File: config.mk
export PLATFORM = sky130hd
export DESIGN_NAME = bin_to_bcd_seq
export DESIGN_NICKNAME = d
export VERILOG_FILES = /design/src/rtl/bin_to_bcd_seq.sv
export SDC_FILE = /design/constraint.sdc
export NUM_CORES = 1
export LEC_CHECK = 0
export CORE_ASPECT_RATIO = 1.25
export CORE_MARGIN = 5
export CORE_UTILIZATION = 42
export CTS_BUF_LIST = sky130_fd_sc_hd__clkbuf_16
export CTS_CLUSTER_SIZE = 8
export DETAILED_ROUTE_END_ITERATION = 10
export DONT_BUFFER_PORTS = 1
export PLACE_DENSITY_LB_ADDON = 0.05
export SLEW_MARGIN = 40
export SYNTH_ARGS = -nofsm -noshare
export SYNTH_HDL_FRONTEND = slang
export SYNTH_SLANG_ARGS = --single-unit
export TNS_END_PERCENT = 30
File: constraint.sdc
create_clock -name clk -period 2.1 [get_ports clk]
set_input_delay 0.42 -clock clk [delete_from_list [all_inputs] [get_ports clk]]
set_output_delay 0.42 -clock clk [all_outputs]
set_load 0.1 [all_outputs]
File: src/rtl/bin_to_bcd_seq.sv
// Sequential shift-and-add-3 binary-to-BCD converter: one input bit per clock,
// start/busy/done handshake, exact overflow flag for values >= 10**DIGITS.
module bin_to_bcd_seq #(
  parameter int unsigned BIN_W  = 14,
  parameter int unsigned DIGITS = 4
) (
  input  logic                  clk,
  input  logic                  rst,
  input  logic                  start,
  input  logic [BIN_W-1:0]      bin,
  output logic                  busy,
  output logic                  done,
  output logic [4*DIGITS-1:0]   bcd,
  output logic                  overflow
);

  localparam int unsigned CNT_W = (BIN_W > 1) ? $clog2(BIN_W) : 1;
  localparam int unsigned BCD_W = 4 * DIGITS;

  typedef enum logic [1:0] {
    S_IDLE = 2'd0,
    S_CONV = 2'd1,
    S_DONE = 2'd2
  } state_t;

  state_t             state_q, state_d;
  logic [BIN_W-1:0]   shift_q, shift_d;
  logic [BCD_W-1:0]   work_q, work_d;
  logic [BCD_W-1:0]   corrected;
  logic               ovf_q, ovf_d;
  logic [CNT_W-1:0]   cnt_q, cnt_d;
  logic [BCD_W-1:0]   bcd_q, bcd_d;
  logic               overflow_q, overflow_d;
  logic               busy_q, busy_d;
  logic               done_q, done_d;

  always_ff @(posedge clk or posedge rst) begin
    if (rst) begin
      state_q <= S_IDLE;
    end else begin
      state_q <= state_d;
    end
  end

  always_ff @(posedge clk or posedge rst) begin
    if (rst) begin
      shift_q    <= '0;
      work_q     <= '0;
      ovf_q      <= 1'b0;
      cnt_q      <= '0;
      bcd_q      <= '0;
      overflow_q <= 1'b0;
      busy_q     <= 1'b0;
      done_q     <= 1'b0;
    end else begin
      shift_q    <= shift_d;
      work_q     <= work_d;
      ovf_q      <= ovf_d;
      cnt_q      <= cnt_d;
      bcd_q      <= bcd_d;
      overflow_q <= overflow_d;
      busy_q     <= busy_d;
      done_q     <= done_d;
    end
  end

  always_comb begin
    state_d    = state_q;
    shift_d    = shift_q;
    work_d     = work_q;
    ovf_d      = ovf_q;
    cnt_d      = cnt_q;
    bcd_d      = bcd_q;
    overflow_d = overflow_q;
    busy_d     = 1'b0;
    done_d     = 1'b0;

    corrected = work_q;
    for (int unsigned k = 0; k < DIGITS; k++) begin
      if (work_q[4*k +: 4] >= 4'd5) begin
        corrected[4*k +: 4] = work_q[4*k +: 4] + 4'd3;
      end
    end

    case (state_q)
      S_IDLE, S_DONE: begin
        if (start) begin
          state_d = S_CONV;
          shift_d = bin;
          work_d  = '0;
          ovf_d   = 1'b0;
          cnt_d   = CNT_W'(BIN_W - 1);
          busy_d  = 1'b1;
        end else begin
          state_d = S_IDLE;
        end
      end
      S_CONV: begin
        // A bit leaving the top digit means the true value needs more digits.
        work_d  = {corrected[BCD_W-2:0], shift_q[BIN_W-1]};
        shift_d = {shift_q[BIN_W-2:0], 1'b0};
        ovf_d   = ovf_q | corrected[BCD_W-1];
        cnt_d   = cnt_q - CNT_W'(1);
        if (cnt_q == '0) begin
          state_d    = S_DONE;
          done_d     = 1'b1;
          bcd_d      = work_d;
          overflow_d = ovf_d;
        end else begin
          busy_d = 1'b1;
        end
      end
      default: begin
        state_d = S_IDLE;
      end
    endcase
  end

  assign busy     = busy_q;
  assign done     = done_q;
  assign bcd      = bcd_q;
  assign overflow = overflow_q;

endmodule
Word level (Yosys, flattened, before mapping)
Index checks and enable logic that the tools add are counted.
{ "totals": {"reg_bits": 56, "out_inout_bits": 19, "word_cells": 49} }
{ "op_classes": {"n_reduce_logical": 6, "magnitude_cmp": 4, "n_eq_ne": 4, "n_bitwise": 1, "muxes": 20, "add_sub_neg": 5} }
{ "op_table": {"columns": ["operator", "n"], "rows": [
  ["one-hot mux 16 bit (2 select lines)", 1],
  ["one-hot mux 14 bit (2 select lines)", 1],
  ["2-to-1 mux 4 bit", 5],
  ["adder 4 x 2 -> 4 bit (second input constant)", 4],
  [">= comparator 4 x 3 -> 1 bit (second input constant)", 4],
  ["2-to-1 mux 16 bit", 1],
  ["2-to-1 mux 14 bit", 1],
  ["one-hot mux 4 bit (2 select lines)", 1],
  ["2-to-1 mux 1 bit", 6],
  ["logical NOT 4 bit", 1],
  ["inequality test 2 bit (second input constant)", 2],
  ["one-hot mux 1 bit (2 select lines)", 2],
  ["one-hot mux 2 bit (2 select lines)", 1],
  ["AND reduction 2 bit", 2],
  ["subtractor 4 x 1 -> 4 bit (second input constant)", 1],
  ["== test 2 x 1 -> 1 bit (second input constant)", 1],
  ["== test 2 bit (second input constant)", 1],
  ["logical NOT 2 bit", 1],
  ["2-to-1 mux 2 bit", 1],
  ["nonzero test 2 bit", 1],
  ["OR reduction 2 bit", 1],
  ["bitwise OR 1 bit", 1]
]} }

Longest topological paths before layout
{ "depth": {"ltp_word": 4, "depth_mapped": 7} }

Worst setup path before layout
OpenSTA, ideal clock, no wires.
{ "synth_path": {"kind": "reg2reg", "startpoint": "register cnt_q[0]", "endpoint": "register bcd_q[10] (netlist: bcd[10])", "path_slack_ns": 0.617, "setup_ns": 0.126, "arrival_ns": 1.356, "path_stages_with_launch": 7, "required_time_ns": 1.974, "path_cell_list": "dfrtp_1 inv_1 ha_1 nor3b_2 nand2_2 clkinv_2 mux2_4"} }
{ "synth_via": {"elab_chain_cells": 2} }
{ "synth_lines": {"columns": ["element", "line_no", "source"], "rows": [
  ["start, declared", "31", "logic [CNT_W-1:0] cnt_q, cnt_d;"],
  ["start signal, assigned", "59", "cnt_q <= cnt_d;"],
  ["logical NOT 4 bit", "104", "if (cnt_q == '0) begin"],
  ["AND reduction 2 bit (no source line)", null, null],
  ["end signal, assigned", "51", "bcd_q <= '0;"],
  ["end signal, assigned", "60", "bcd_q <= bcd_d;"],
  ["end, declared", "32", "logic [BCD_W-1:0] bcd_q, bcd_d;"]
]} }
Every way passes these cells.
A chain may end at the register's enable or synchronous reset.

Worst setup path after layout
{ "layout_path": {"startpoint": "register work_q[13]", "endpoint": "register bcd_q[14] (netlist: bcd[14])"} }
{ "layout_via": {"elab_chain_cells": 2, "elab_cells_between_ends": 3, "cone_classes": "1 x add/sub; 1 x order compare; 1 x mux"} }
{ "layout_lines": {"columns": ["element", "line_no", "source"], "rows": [
  ["start, declared", "28", "logic [BCD_W-1:0] work_q, work_d;"],
  ["start signal, assigned", "57", "work_q <= work_d;"],
  ["adder 4 x 2 -> 4 bit or >= comparator 4 x 3 -> 1 bit (tied branches)", "81, 80", null],
  ["2-to-1 mux 4 bit *", "80", "if (work_q[4*k +: 4] >= 4'd5) begin"]
]} }
Mark *: on every way between the ends. The rest lies on a longest branch, timed or not.

==> impl_metrics.tcl <==
set metrics [dict create \
    status "finished, final reports clean" \
    drt-initial-drc-count 75 \
    port_buffers 0 \
    die_area_mm2 0.00788 \
    finalCriticalPeriod_ns 1.65 \
    fin_ws_ns 0.445 \
    clk_latency_ns 0.29 \
    hold_viol 0 \
    ys_ff_latch 56 \
    drive_above_1_share 0.210 \
    synth-seq-area-share 0.538 \
    clock_path_buffers 2 \
    drc 0 \
    rsz0062_at_grt "false" \
    worstMarginPinSlew_ns 0.599 \
    yosys.area.top_type "dfrtp_1" \
    numCtsBuffers 5 \
    wl_per_cell_um 16.5 \
    syn_nets 261 \
    synth_edf_count 0 \
    dp_hpwl_mm 3.98 \
    ioPinCount 36 \
    cp-start-kind "flop" \
    start_util 0.428 \
    grt_usage 0.152 \
    antenna_found_initial 0 \
    ctsHoldBuffers 0 \
    ff_latch_area_mm2 0.00141 \
    grt_pass1_wl_mm 9.27 \
    nFillCells 594 \
    synth_top_area_share 0.538 \
    tns_ns 0 \
    vias_per_cell 5.36 \
    nets 277 \
    setup.worst_path.end_class "flop" \
    hold_ws_ns 0.0800 \
    required_ns 2.32 \
    area_growth_pct 14.9 \
    path_clk_slew_ns 0.07 \
    grt_overflow_total 0 \
    grt_pass1_vias 1892 \
    grt_max_degree 31 \
    cts_resized 0 \
    multi_input_comb_area_mm2 0.00109 \
    rows 32 \
    routed_wl_mm 5.57 \
    ys.flop_type "dfrtp_1" \
    place_congestion 0.775 \
    path_max_fanout 5 \
    synth_area_per_cell_um2 11.1 \
    final.setup_skew_ns 0.00407 \
    syn_inst 235 \
    slew_headroom 0.600 \
    first_pass_iters 4 \
    fmax_mhz 604 \
    hold_class "input port to async pin" \
    core_area_mm2 0.00609 \
    ys_async_sr_fraction 1.00 \
    post-route-period-util 0.788 \
    post_cts_buffers 0 \
    crit_arrival_ns 1.88 \
    pre_cts_slack_ns 0.474 \
    syn_area_mm2 0.00260 \
    yosysWarningCount 0 \
    cts_tree "done" \
    vias 1806 \
    cts.sinks 56 \
    die_w_um 80.4 \
    maxCapViolations 0 \
    synthTopCellsByArea "dfrtp_1, nand2_1, ha_1" \
    antennaDiodeCount 0 \
    clockRootBuffer "clkbuf_16" \
    crit_type "flop to flop" \
    setup_viol 0 \
    yosysUniqueCellTypes 33 \
    htree_levels 2 \
    fp.dieH_um 98.0 \
    slew_violations 0 \
    ant_nets 0 \
]
[sequential cells by signal, summed over array words and instances (netlist names)]
signal / flops
work_q: 16
bcd: 16
shift_q: 14
cnt_q: 4
overflow: 1
busy: 1
state_q: 2
ovf_q: 1
done: 1
[cell type report]
cell class,count,share of cell area
Clock inverter,3,0.0142
Inverter,13,0.0167
Multi-Input combinational cell,155,0.366
Sequential cell,56,0.471
Tap cell,85,0.0356
Clock buffer,5,0.0418
Timing Repair Buffer,20,0.0544
[cells by family after synthesis]
group / share of synthesized area
AND/OR/NAND/NOR: 0.121
buffers and inverters: 0.0428
flip-flops: 0.538
XOR/XNOR: 0.0135
adder cells (fa/ha/maj): 0.0433
multiplexers: 0.0500
AO/OA/AOI/OAI: 0.191
[critical path, cell delays in order (launching register included)]
cell      delay, ns
dfrtp_1        0.39
inv_1          0.14
ha_1           0.28
nand2b_2       0.11
a21oi_4        0.18
mux2i_1        0.30
mux2_4         0.19
[cell usage in the layout (no fill, tap or decap), drive strengths merged]
master / count
nor3b: 9
clkinv: 3
nand2b: 6
nand2: 42
clkbuf: 5
a22o: 7
nor2b: 2
mux2: 6
a31oi: 2
o31ai: 4
ha: 9
a2bb2oi: 1
a32o: 4
o21ai: 17
buf: 20
dfrtp: 56
inv: 12
xnor2: 4
nor3: 1
a22oi: 13
bufinv: 1
nor2: 3
mux2i: 4
a21oi: 13
o22ai: 6
a211oi: 2
[layer usage]
metal | share of wire | wire (µm) | GRT usage
met1 | 0.42 | 2320 | 0.183
met2 | 0.52 | 2870 | 0.251
met3 | 0.050 | 281 | 0.0498
met4 | 0.018 | 102 | 0.0572
met5 | 0 | 0 | 0
[worst paths after layout]
kind | from | end | slack, ns | depth (start not counted)
hold / removal | rst | bcd[3] | 0.08 | 1
setup reg to reg | work_q[13] | bcd[14] | 0.45 | 6
max in group asynchronous | rst | bcd[14] | 1.43 | 2
setup / recovery | work_q[13] | bcd[14] | 0.45 | 6
min in group clk | bin[4] | shift_q[4] | 0.26 | 2
hold reg to reg | shift_q[5] | shift_q[5] | 0.49 | 2
[cells in the mapped netlist (2+ instances only)]
cell,number
nand2b_1,2
o22ai_1,6
nand2b_2,4
xnor2_1,4
a22o_1,7
a32o_1,4
a31oi_1,2
a211oi_1,2
clkbuf_1,3
buf_2,4
buf_4,4
a22oi_1,13
mux2i_1,4
nand2_1,41
nor3b_1,8
a21oi_4,4
dfrtp_1,56
o31ai_1,4
nor2_1,2
inv_1,12
mux2_4,6
ha_1,9
o21ai_1,10
a21oi_1,9
o21ai_0,7
[metrics by stage]
stage | util | cells | instance area (µm²)
final | 0.491 | 337 | 2990
after global placement | 0.462 | 329 | 2810
after floorplan | - | 235 | 2600
after CTS | 0.491 | 337 | 2990
after detailed placement | 0.463 | 329 | 2820
after global routing | 0.491 | 337 | 2990
Power is not shown: default switching activity piles up to over one toggle a cycle in this logic, so the estimate is an artifact.
